**src/rtl/key_conditioner.sv**
```systemverilog
// Multi-channel key/switch conditioner: two-flop synchronizer, shared 1 kHz
// prescaler, per-channel tick-counted debounce and registered edge pulses.
module key_conditioner #(
    parameter int clk_mhz     = 50,
    parameter int w_in        = 8,
    parameter int debounce_ms = 10
) (
    input  logic            clk,
    input  logic            rst_n,
    input  logic [w_in-1:0] in,
    output logic [w_in-1:0] level,
    output logic [w_in-1:0] rise,
    output logic [w_in-1:0] fall,
    output logic            tick
);

    localparam int P  = clk_mhz * 1000;
    localparam int PW = $clog2(P);
    localparam int CW = $clog2(debounce_ms + 1);

    logic [PW-1:0]   r_presc;
    logic [w_in-1:0] r_sync1;
    logic [w_in-1:0] r_sync2;
    logic [CW-1:0]   r_cnt [w_in];
    logic [w_in-1:0] r_level;
    logic [w_in-1:0] r_rise;
    logic [w_in-1:0] r_fall;
    logic            w_tick;

    assign w_tick = (r_presc == PW'(P - 1));

    // NOTE: sequential state uses non-blocking assignments so every flop
    // samples the pre-edge value of its neighbours, independent of block order.
    always_ff @(posedge clk or negedge rst_n) begin
        if (!rst_n) begin
            r_presc <= '0;
        end else if (w_tick) begin
            r_presc <= '0;
        end else begin
            r_presc <= r_presc + PW'(1);
        end
    end

    always_ff @(posedge clk or negedge rst_n) begin
        if (!rst_n) begin
            r_sync1 <= '0;
            r_sync2 <= '0;
        end else begin
            r_sync1 <= in;
            r_sync2 <= r_sync1;
        end
    end

    // NOTE: r_cnt is a small per-channel register array, not a RAM, so it is
    // reset explicitly; a partial count must never survive a reset.
    always_ff @(posedge clk or negedge rst_n) begin
        if (!rst_n) begin
            for (int i = 0; i < w_in; i++) begin
                r_cnt[i] <= '0;
            end
            r_level <= '0;
            r_rise  <= '0;
            r_fall  <= '0;
        end else begin
            r_rise <= '0;
            r_fall <= '0;
            for (int i = 0; i < w_in; i++) begin
                if (r_sync2[i] == r_level[i]) begin
                    r_cnt[i] <= '0;
                end else if (w_tick) begin
                    // Last tick of the stable window: accept and pulse together
                    if (r_cnt[i] == CW'(debounce_ms - 1)) begin
                        r_level[i] <= r_sync2[i];
                        r_rise[i]  <= r_sync2[i];
                        r_fall[i]  <= ~r_sync2[i];
                        r_cnt[i]   <= '0;
                    end else begin
                        r_cnt[i] <= r_cnt[i] + CW'(1);
                    end
                end
            end
        end
    end

    assign level = r_level;
    assign rise  = r_rise;
    assign fall  = r_fall;
    assign tick  = w_tick;

endmodule

```
**config.mk**
```make
export PLATFORM = sky130hd
export DESIGN_NAME = key_conditioner
export DESIGN_NICKNAME = d
export VERILOG_FILES = /design/src/rtl/key_conditioner.sv
export SDC_FILE = /design/constraint.sdc
export NUM_CORES = 1
export LEC_CHECK = 0
export BUFFER_PORTS_ARGS = -buffer_cell sky130_fd_sc_hd__buf_2
export CAP_MARGIN = 15
export CORE_MARGIN = 10
export CORE_UTILIZATION = 40
export CTS_CLUSTER_DIAMETER = 100
export CTS_CLUSTER_SIZE = 8
export DETAILED_ROUTE_END_ITERATION = 16
export PLACE_DENSITY = 0.6
export SYNTH_ARGS = -nofsm -noshare
export SYNTH_HDL_FRONTEND = slang
export SYNTH_SLANG_ARGS = --single-unit
```
**constraint.sdc**
```tcl
create_clock -name clk -period 1.9 [get_ports clk]
set_input_delay 0.095 -clock clk [delete_from_list [all_inputs] [get_ports clk]]
set_output_delay 0.095 -clock clk [all_outputs]
set_load 0.005 [all_outputs]
```
# Word-level counts from Yosys, hierarchy flattened
# Index checks and enable logic that the tools add are counted.
dict set report word_totals {
  reg_bits 88
  latchBits 0
  mem_bits_rw 0
  mem_bits_ro 0
  input_bits 10
  out_inout_bits 25
  wordCells 152
  n_memories 0
}
dict set report op_classes {
  add_sub_neg 9
  mul 0
  n_div 0
  order_cmp 0
  n_eq_ne 17
  n_shift 0
  mux 73
  bitwise 16
  n_reduce_logical 16
}
# op count
set ops {}
lappend ops {{$mux W4} 24}
lappend ops {{$mux W1} 48}
lappend ops {{$add A4 B1 Y4 const B} 8}
lappend ops {{$eq A4 B4 Y1 const B} 8}
lappend ops {{$reduce_and A3 Y1} 8}
lappend ops {{$add A16 B1 Y16 const B} 1}
lappend ops {{$eq A16 B16 Y1 const B} 1}
lappend ops {{$mux W16} 1}
lappend ops {{$not A1 Y1} 16}
lappend ops {{$reduce_bool A2 Y1} 8}
lappend ops {{$eq A1 B1 Y1} 8}

# Longest topological paths before layout
# Gate-level depths: netlist of the first run.
dict set report depth {
  ltp_word 4
  mapped_depth 7
}

# Least setup slack after synthesis of the first run
# OpenSTA, ideal clock, no wires.
dict set report synth_path {
  path_type {register to register}
  startpoint {register r_presc[0]}
  endpoint {register r_cnt[22] (netlist name)}
  setup_ns 0.078
  arrival_time_ns 1.615
  required_time_ns 1.822
  setup_slack_ns 0.208
  stages_incl_launch_ff 7
  synth_period_minus_slack_ns 1.692
  cell_sequence {dfrtp_1 -> ha_1 -> and3_2 -> nand4_4 -> buf_6 -> or4_1 -> a21oi_1}
}
dict set report synth_via {
  elab_chain_len 2
}
# item line
set synth_lines {}
lappend synth_lines {{start, declared} 21} ;# logic [PW-1:0] r_presc;
lappend synth_lines {{start signal, assigned} 40} ;# r_presc <= r_presc + PW'(1);
lappend synth_lines {{$eq A16 B16 Y1} 30} ;# assign w_tick = (r_presc == PW'(P - 1));
lappend synth_lines {{$reduce_bool A2 Y1 (no source line)} -}
lappend synth_lines {{end signal, assigned by index} 78} ;# r_cnt[i] <= r_cnt[i] + CW'(1);
lappend synth_lines {{end, declared} 24} ;# logic [CW-1:0] r_cnt [w_in];
# Every way passes these cells.
# A chain may end at the register's enable or synchronous reset.

# Worst setup path in the final report of the first run
dict set report layout_path {
  startpoint {register r_presc[0]}
  endpoint {register r_cnt[26] (netlist name)}
}
# Same word-level chain as after synthesis.

==> results of run 1 <==
-- registers in the layout (all words and copies together) (netlist names) --
name     cells
rise         8
r_sync2      8
r_cnt       32
level        8
r_sync1      8
r_presc     16
fall         8
-- cell families after synthesis --
kind of cell / Yosys count / share of synthesized area [%]
AO/OA/AOI/OAI: 59 / 9.582
XOR/XNOR: 19 / 4.277
multiplexers: 8 / 2.315
AND/OR/NAND/NOR: 126 / 19.07
buffers and inverters: 25 / 2.701
adder cells (fa/ha/maj): 17 / 5.466
flip-flops: 88 / 56.59
-- path summary, 6_finish.rpt --
check / slack, ps / end / depth (start not counted) / start
max in group asynchronous: 1120 / r_presc[3]$_DFF_PN0_ / 3 / rst_n
worst min-delay path: 210 / r_cnt[0]$_DFFE_PN0P_ / 2 / rst_n
worst max register to register: 40 / r_cnt[26]$_DFFE_PN0P_ / 7 / r_presc[0]$_DFF_PN0_
worst max-delay path: 40 / r_cnt[26]$_DFFE_PN0P_ / 7 / r_presc[0]$_DFF_PN0_
min in group clk: 350 / r_sync2[3]$_DFF_PN0_ / 0 / r_sync1[3]$_DFF_PN0_
worst min register to register: 350 / r_sync2[3]$_DFF_PN0_ / 0 / r_sync1[3]$_DFF_PN0_
-- synthesized netlist by cell type, drive strengths merged --
cell type | n | area [um^2]
a31o | 6 | 52.55
mux2 | 8 | 90.08
and3 | 1 | 7.510
nor2b | 1 | 6.260
o21ai | 10 | 50.05
or3 | 17 | 106.4
buf | 4 | 26.27
nor4b | 2 | 38.78
nand3 | 5 | 25.02
a41oi | 6 | 52.55
and2 | 3 | 20.02
a311oi | 6 | 52.55
nand2 | 39 | 146.4
a31oi | 2 | 12.51
dfrtp | 88 | 2202
xnor2 | 11 | 96.34
nor3b | 16 | 120.1
inv | 18 | 67.56
nor2 | 18 | 67.56
ha | 17 | 212.7
and4 | 3 | 26.28
nand4 | 8 | 65.06
and4bb | 3 | 37.53
or4 | 10 | 75.07
xor2 | 8 | 70.07
o31ai | 1 | 7.510
a21oi | 26 | 130.1
a21o | 2 | 15.01
clkbuf | 3 | 11.26
-- worst max-delay path, delay by kind of cell, from the launching register on --
kind	cells	cell delay, ps
adder cells (fa/ha/maj)	1	190
AND/OR/NAND/NOR	3	800
flip-flops	1	370
buffers and inverters	2	290
AO/OA/AOI/OAI	1	150
-- per-stage QoR --
stage               power [mW]  hold WS (ps)  cells  instance area, um^2
global route             3.365         239.8    542                 4649
CTS                      3.285         203.2    540                 4606
finish                   3.230         212.9    542                 4649
floorplan                1.950        -200.6    342                 3891
global placement         2.013         62.55    515                 4328
detailed placement       2.013         60.62    515                 4328
-- layout make-up --
cell class                 instances  area (um^2)  share of cell area (%)
sequential                        88         2203                   47.39
multi-input combinational        229         1603                   34.47
timing repair buffer              62        425.4                   9.150
tap                              129        161.4                   3.471
clock buffer                      10        127.6                   2.745
inverter                          18        68.82                   1.480
clock inverter                     6        60.06                   1.292
-- metal layers --
metal  vias to the layer above  share of wire [%]  wire length (um)
li1                       1352                  -                 -
met1                      1319                 47              3518
met2                        41                 46              3431
met3                         7                4.8               352
met4                         0                1.4               105
met5                         -                  0                 0
-- what timing repair did --
action                                 CTS  global route
hold buffers                             9             0
gates resized for setup                  0            10
buffers inserted                         0             2
endpoints found under the hold margin   34             0
setup endpoints to repair                0            31
-- cell usage in the layout (no fill, tap or decap), types with 2 or more instances in the layout --
| master | count |
|---|---|
| nand4_1 | 7 |
| nor3b_1 | 16 |
| or4_1 | 10 |
| clkbuf_8 | 9 |
| inv_1 | 17 |
| or3_1 | 17 |
| dlygate4sd3_1 | 9 |
| a41oi_1 | 6 |
| and2_1 | 2 |
| a31o_2 | 6 |
| and4_1 | 2 |
| a311oi_1 | 6 |
| a21oi_2 | 3 |
| mux2_2 | 3 |
| buf_6 | 2 |
| clkinv_2 | 4 |
| ha_1 | 16 |
| mux2_1 | 5 |
| clkinvlp_4 | 2 |
| a31oi_1 | 2 |
| nand2_1 | 39 |
| nor2_1 | 18 |
| dfrtp_1 | 87 |
| xor2_1 | 8 |
| a21o_1 | 2 |
| and4bb_1 | 2 |
| a21oi_1 | 23 |
| xnor2_1 | 11 |
| nand3_1 | 5 |
| o21ai_0 | 10 |
| buf_2 | 33 |
| buf_4 | 17 |
-- power breakdown --
part	internal (mW)	total, mW	switching [mW]
logic	0.0339	0.0865	0.0526
clock network	0.601	1.24	0.643
registers	1.89	1.90	0.0115
==> metrics.cfg, run 1 <==
[grt]
vias_in_the_first_global_route=2662
grtUsageMet1_pct=13.45
grt-ovfl-total=0
grt_use_met2_pct=16.49
met3_track_usage_gr_pct=4.093
top_usage_layer=met2
grtUsageTotal_pct=10.88
grt_antenna_before_repair=0
maximum_number_of_pins_on_one_net_before_global_route_repair=31
grt_pass1_wl_mm=12.79

[synth]
yosysSeqAreaShare_pct=56.59
post_synth_inst_count=342
ys_seq_elements=88
synth_cell_types=36
yosys_warnings=0
netlist_area_um2=3891
synth.avg_cell_area_um2=11.38
post_synth_net_total=369

[clocking]
cts.sink_count=88
cts.reportedPaths.clkPinSlew_ps=90
cts.root.buffer_cell=clkbuf_8
cts_buffers=9
clk_latency_ps=360
ctsHtreeMaxLevel=3
cts_max_path_buffers=2
clock_tree_from_tritoncts=yes

[worst_setup_path]
cp-end-kind=flop
critPathRequiredTime_ps=2180
criticalPathCategory=reg -> reg
critical_path.max_stage_delay_ps=490
timing.critical_path.slowest_stage_cell=or4_1
critical_path_peak_fanout=6
worstPathCellList=ha_2 > and3_4 > buf_6 > nand4_4 > buf_4 > or4_1 > a21oi_2
arrival_ps=2140
critical_path.startpoint_type=flop

[floorplanning]
die_outline_area_um2=14070
initial_cell_density_of_the_core_pct=41.52
rows=35
ioPinCount=35
die_h_um=118.6
die_w_um=118.6
core-area_um2=9371

[timing]
fin_skew_ps=13.04
timing_worst_slew_pin_value_ps=454.8
timing.fmax_ghz=0.5368
final-setup-viol-count=0
timing_hold_violations_final=0
final.min_clock_period_ps=1863
totalNegativeSetupSlack_ps=0
worst_slew_margin_rel_pct=69.46
period_share_pct=98.04
rsz0062_at_grt=yes
postLayoutSetupSlackWorst_ps=37.23
finalMaxSlewViolations=0

[detailed_routing]
route.detailed.wl_per_inst_um=13.67
first_pass_iters=4
finalWirelength_mm=7.407
routed-via-count=2719
drt-initial-drc-count=174
drc=0
postRouteAntennaNets=0
drt-vias-per-instance=5.017

[power]
power.density_cell_area_nw_per_um2=694.8
power_leakage_nw=2.107
power.ir.vdd_worst_uv=495.6

[cells_and_area]
drive_gt1_share_pct=21.79
final_util_pct=49.61
layout.nets=435
areaGrowthSynthToFinish_pct=19.49
insertedDiodeCount=0
layout.filler_cells=896

[placement]
total_of_buffers_placed_on_input_and_output_ports=34
gp_routability_congestion=0.7660
dp_hpwl_mm=5.088
place_ws_ps=14.57

[run_status]
status=complete, no violations

[run]
maxCapViolations=0

[hold_path]
min-delay-path-class=in -> async

No activity file was read; power rests on OpenSTA's default activity.
==> run 2: changes to the inputs <==
RECOVER_POWER = 100   (was not set)
==> metrics.cfg, run 2 (synthesis results as in run 1) <==
[run_status]
status=complete, no violations  ; unchanged

[worst_setup_path]
critical_path.startpoint_type=flop  ; unchanged
arrival_ps=2150  ; was 2140 ps
criticalPathCategory=reg -> reg  ; unchanged
critPathRequiredTime_ps=2180  ; about the same
critical_path_peak_fanout=6  ; unchanged
cp-end-kind=flop  ; unchanged

[clocking]
clock_tree_from_tritoncts=yes  ; unchanged
cts_max_path_buffers=2  ; unchanged
cts.reportedPaths.clkPinSlew_ps=90  ; about the same
ctsHtreeMaxLevel=3  ; unchanged
cts.sink_count=88  ; unchanged
cts.root.buffer_cell=clkbuf_8  ; unchanged
clk_latency_ps=360  ; about the same
cts_buffers=9  ; unchanged

[power]
power_leakage_nw=2.030  ; was 2.107 nW
power.ir.vdd_worst_uv=495.8  ; was 495.6 uV
power.density_cell_area_nw_per_um2=700.4  ; was 694.8 nW/um^2
finalPower_mw=3.227  ; was 3.230 mW

[placement]
dp_hpwl_mm=5.088  ; unchanged
total_of_buffers_placed_on_input_and_output_ports=34  ; unchanged
place_inst=515  ; unchanged
gp_routability_congestion=0.7660  ; unchanged

[grt]
vias_in_the_first_global_route=2662  ; unchanged
maximum_number_of_pins_on_one_net_before_global_route_repair=31  ; unchanged
grtUsageTotal_pct=10.88  ; unchanged
grt_pass1_wl_mm=12.79  ; unchanged
grt-ovfl-total=0  ; unchanged
grt_antenna_before_repair=0  ; unchanged

[timing]
timing.fmax_ghz=0.5368  ; about the same
rsz0062_at_grt=yes  ; unchanged
totalNegativeSetupSlack_ps=0  ; unchanged
period_share_pct=98.04  ; about the same
holdWs_ps=339.8  ; was 212.9 ps
fin_skew_ps=13.54  ; was 13.04 ps
finalMaxSlewViolations=0  ; unchanged
timing_hold_violations_final=0  ; unchanged
timing_worst_slew_pin_value_ps=800.6  ; was 454.8 ps
final-setup-viol-count=0  ; unchanged
final.min_clock_period_ps=1863  ; about the same
worst_slew_margin_rel_pct=46.63  ; was 69.46%

[cells_and_area]
final_util_pct=49.16  ; was 49.61%
register_area_um2=2203  ; unchanged
footprint_of_the_multi_input_gates_um2=1603  ; unchanged
register_containing_the_most_flip_flops_in_the_final_layout=r_cnt  ; unchanged
layout_commonest_cell=dfrtp_1  ; unchanged
largest_reg_flops=32  ; unchanged
top_regs=r_cnt (32), r_presc (16)  ; unchanged
layout_common_cells=87 x dfrtp_1, 39 x nand2_1, 23 x a21oi_1  ; was 87 x dfrtp_1, 39 x nand2_1, 33 x buf_2
drive_gt1_share_pct=17.92  ; was 21.79%
insertedDiodeCount=0  ; unchanged
areaGrowthSynthToFinish_pct=18.39  ; was 19.49%
layout.filler_cells=907  ; was 896
layout.nets=435  ; unchanged
final_cell_count_no_fill=542  ; unchanged

[detailed_routing]
drt-vias-per-instance=5.033  ; was 5.017
first_pass_iters=4  ; unchanged
route.detailed.wl_per_inst_um=13.70  ; was 13.67 um
postRouteAntennaNets=0  ; unchanged
drt-initial-drc-count=180  ; was 174
finalWirelength_mm=7.426  ; was 7.407 mm
routed-via-count=2728  ; was 2719
drc=0  ; unchanged

[floorplanning]
die_h_um=118.6  ; unchanged
die_outline_area_um2=14070  ; unchanged
die_w_um=118.6  ; unchanged
rows=35  ; unchanged
ioPinCount=35  ; unchanged
core-area_um2=9371  ; unchanged
initial_cell_density_of_the_core_pct=41.52  ; unchanged

[hold_path]
min-delay-path-class=in -> async  ; unchanged

[run]
maxCapViolations=0  ; unchanged

## run 2: worst paths after layout
check	start	end	slack, ps	cells after the start
worst max register to register	r_presc[0]$_DFF_PN0_	r_cnt[26]$_DFFE_PN0P_	40	7
worst min register to register	r_sync1[3]$_DFF_PN0_	r_sync2[3]$_DFF_PN0_	350	0
worst max-delay path	r_presc[0]$_DFF_PN0_	r_cnt[26]$_DFFE_PN0P_	40	7
worst min-delay path	rst_n	r_cnt[0]$_DFFE_PN0P_	340	2
max in group asynchronous	rst_n	r_cnt[20]$_DFFE_PN0P_	360	3
min in group clk	r_sync1[3]$_DFF_PN0_	r_sync2[3]$_DFF_PN0_	350	0
## run 2: metrics by stage
stage          area (um^2)  worst slack (ps)
2_1_floorplan         3891             207.6
3_3_place_gp          4328             85.64
3_5_place_dp          4328             14.57
4_1_cts               4606             15.57
5_1_grt               4607            -91.15
6_report              4607             37.28
## run 2: layout make-up
class	instances	area share [%]
Clock inverter	6	1.304
Sequential cell	88	47.83
Multi-Input combinational cell	229	34.79
Tap cell	129	3.504
Inverter	18	1.494
Clock buffer	10	2.770
Timing Repair Buffer	62	8.311
## run 2: layer usage
metal  global-route usage, %  up-vias  wire length, um
met5                       0        -                0
met4                   4.962        0              105
met3                   4.093        7              340
met2                   16.49       43             3428
met1                   13.45     1326             3552
li1                        -     1352                -
## run 2: what timing repair did
item                                   4_1_cts  5_1_grt
setup endpoints to repair                    0       31
setup buffers                                0        2
gates resized for setup                      0       10
endpoints found under the hold margin       34        0
hold buffers                                 9        0
## run 2: power breakdown
part | total, mW | internal (mW) | switching [mW]
clock | 1.25 | 0.601 | 0.646
sequential | 1.90 | 1.89 | 0.0115
combinational | 0.0801 | 0.0282 | 0.0519
total | 3.23 | 2.52 | 0.709
## run 2: critical path, cell delays in order (launching register included)
cell	delay, ps
dfrtp_1	370
ha_2	190
and3_4	180
buf_6	100
nand4_4	130
buf_4	190
or4_1	490
a21oi_2	150
==> run 3: changes to the inputs <==
CORE_UTILIZATION = 55   (was 40)
PLACE_DENSITY = 0.87   (was 0.6)
==> metrics.cfg, run 3 (synthesis results as in run 1) <==
[detailed_routing]
finalWirelength_mm=7.594  ; was 7.426 mm
drt-vias-per-instance=5.559  ; was 5.033
drt-initial-drc-count=128  ; was 180
first_pass_iters=4  ; unchanged
route.detailed.wl_per_inst_um=15.01  ; was 13.70 um
drc=0  ; unchanged
routed-via-count=2813  ; was 2728
postRouteAntennaNets=0  ; unchanged

[timing]
period_share_pct=95.98  ; was 98.04%
timing_worst_slew_pin_value_ps=882.9  ; was 800.6 ps
final-setup-viol-count=0  ; unchanged
timing.fmax_ghz=0.5484  ; was 0.5368 GHz
timing_hold_violations_final=0  ; unchanged
worst_slew_margin_rel_pct=41.14  ; was 46.63%
final.min_clock_period_ps=1824  ; was 1863 ps
fin_skew_ps=11.97  ; was 13.54 ps
finalMaxSlewViolations=0  ; unchanged

[cells_and_area]
final_util_pct=67.73  ; was 49.16%
layout.filler_cells=507  ; was 907
footprint_of_the_multi_input_gates_um2=1594  ; was 1603 um^2
largest_reg_flops=32  ; unchanged
register_area_um2=2203  ; unchanged
layout_common_cells=87 x dfrtp_1, 39 x nand2_1, 26 x a21oi_1  ; was 87 x dfrtp_1, 39 x nand2_1, 23 x a21oi_1
layout_commonest_cell=dfrtp_1  ; unchanged
top_regs=r_cnt (32), r_presc (16)  ; unchanged
drive_gt1_share_pct=16.83  ; was 17.92%
register_containing_the_most_flip_flops_in_the_final_layout=r_cnt  ; unchanged
areaGrowthSynthToFinish_pct=18.91  ; was 18.39%
layout.nets=432  ; was 435
insertedDiodeCount=0  ; unchanged

[placement]
total_of_buffers_placed_on_input_and_output_ports=34  ; unchanged
gp_routability_congestion=0.8711  ; was 0.7660
dp_hpwl_mm=5.017  ; was 5.088 mm

[run]
maxCapViolations=0  ; unchanged

[floorplanning]
initial_cell_density_of_the_core_pct=56.96  ; was 41.52%
ioPinCount=35  ; unchanged
die_h_um=104.1  ; was 118.6 um
die_outline_area_um2=10840  ; was 14070 um^2
rows=30  ; was 35
core-area_um2=6832  ; was 9371 um^2
die_w_um=104.1  ; was 118.6 um

[grt]
grt_pass1_wl_mm=13.32  ; was 12.79 mm
grt_antenna_before_repair=0  ; unchanged
vias_in_the_first_global_route=2960  ; was 2662
maximum_number_of_pins_on_one_net_before_global_route_repair=54  ; was 31
grtUsageTotal_pct=14.64  ; was 10.88%
grt-ovfl-total=0  ; unchanged

[hold_path]
hold-path-cell-count=0
min-delay-path-class=reg -> reg  ; was in -> async
hold_path_startpoint=r_sync1[1]$_DFF_PN0_
hold_end=r_sync2[1]$_DFF_PN0_

[worst_setup_path]
critical_path_peak_fanout=6  ; unchanged
criticalPathCategory=reg -> reg  ; unchanged
cp-end-kind=flop  ; unchanged
arrival_ps=2100  ; was 2150 ps
worstPathCellList=and4bb_2 > nand4_4 > buf_6 > or4_4 > a31oi_1  ; was ha_2 > and3_4 > buf_6 > nand4_4 > buf_4 > or4_1 > a21oi_2
critical_path.max_stage_delay_ps=470  ; was 490 ps
worst_reg2reg_startpoint=r_presc[5]$_DFF_PN0_  ; was r_presc[0]$_DFF_PN0_
regToRegEndpoint=r_cnt[11]$_DFFE_PN0P_  ; was r_cnt[26]$_DFFE_PN0P_
critPathRequiredTime_ps=2180  ; about the same
timing.critical_path.slowest_stage_cell=or4_4  ; was or4_1
r2r.worst_path.cells=5  ; was 7
ff2ff_setup_slack_ps=80  ; was 40 ps
critical_path.startpoint_type=flop  ; unchanged

[clocking]
cts.root.buffer_cell=clkbuf_8  ; unchanged
cts.reportedPaths.clkPinSlew_ps=90  ; about the same
ctsHtreeMaxLevel=3  ; unchanged
cts.sink_count=88  ; unchanged
cts_max_path_buffers=2  ; unchanged
cts_buffers=9  ; unchanged
clock_tree_from_tritoncts=yes  ; unchanged
clk_latency_ps=360  ; about the same

[power]
power_leakage_nw=2.061  ; was 2.030 nW
finalPower_mw=3.534  ; was 3.227 mW
power.ir.vdd_worst_uv=456.1  ; was 495.8 uV
power.density_cell_area_nw_per_um2=763.7  ; was 700.4 nW/um^2

[run_status]
status=complete, no violations  ; unchanged

run 3: changes by cell type in the layout (fill, tap and decap cells not counted), moves of 2 or more:
cell / previous run / this run
a21oi_1: 23 / 26
a21oi_2: 3 / 0
buf_12: 0 / 3
buf_4: 14 / 10
bufinv_16: 1 / 3
clkinv_2: 4 / 1
inv_6: 0 / 2
run 3: cell type report:
type,instances,area share (%)
inverter,18,1.487
tap,96,2.596
sequential,88,47.62
timing repair buffer,59,8.599
clock inverter,6,2.488
clock buffer,10,2.758
multi-input combinational,229,34.45
run 3: routing by layer:
| layer | global-route usage, % | wire (um) | vias up |
|---|---|---|---|
| met5 | 0 | 0 | - |
| met1 | 16.66 | 3358 | 1396 |
| li1 | - | - | 1350 |
| met2 | 24.91 | 3846 | 60 |
| met4 | 6.362 | 61 | 0 |
| met3 | 4.337 | 328 | 7 |
run 3: worst max path at each step:
stage	start	end	slack (ps)	cells after the start
CTS	r_presc[10]$_DFF_PN0_	r_cnt[11]$_DFFE_PN0P_	20	5
global placement	r_presc[10]$_DFF_PN0_	r_cnt[11]$_DFFE_PN0P_	110	5
detailed placement	r_presc[10]$_DFF_PN0_	r_cnt[11]$_DFFE_PN0P_	20	5
floorplan	r_presc[0]$_DFF_PN0_	r_cnt[22]$_DFFE_PN0P_	210	6
finish	r_presc[5]$_DFF_PN0_	r_cnt[11]$_DFFE_PN0P_	80	5
global route	r_presc[0]$_DFF_PN0_	r_cnt[11]$_DFFE_PN0P_	-0.3	6
run 3: metrics by stage:
step | setup slack, ps | TNS, ps | cell area, um^2 | hold WS (ps) | cells
after floorplan | 207.6 | 0 | 3891 | -200.6 | 342
after global placement | 114.0 | 0 | 4274 | 75.04 | 477
after detailed placement | 15.48 | 0 | 4274 | 80.11 | 477
after CTS | 18.00 | 0 | 4607 | 233.5 | 502
after global routing | -0.2927 | -0.2927 | 4627 | 362.0 | 506
final | 76.47 | 0 | 4627 | 350.1 | 506
run 3: worst max-delay path, delay by kind of cell, from the launching register on:
family	cells	cell delay [ps]
simple gates	3	970
flops	1	420
compound gates	1	190
buf+inv	1	160
run 3: power breakdown:
group          internal [mW]  switching (mW)
registers               1.89          0.0118
logic                 0.0306          0.0494
clock network          0.883           0.671
run 3: timing repair:
item                                    CTS  global route
hold endpoints to repair                 43             0
hold buffers                              9             0
endpoints found under the setup margin    0             9
buffers inserted                          0             4
gates resized for setup                   0             6
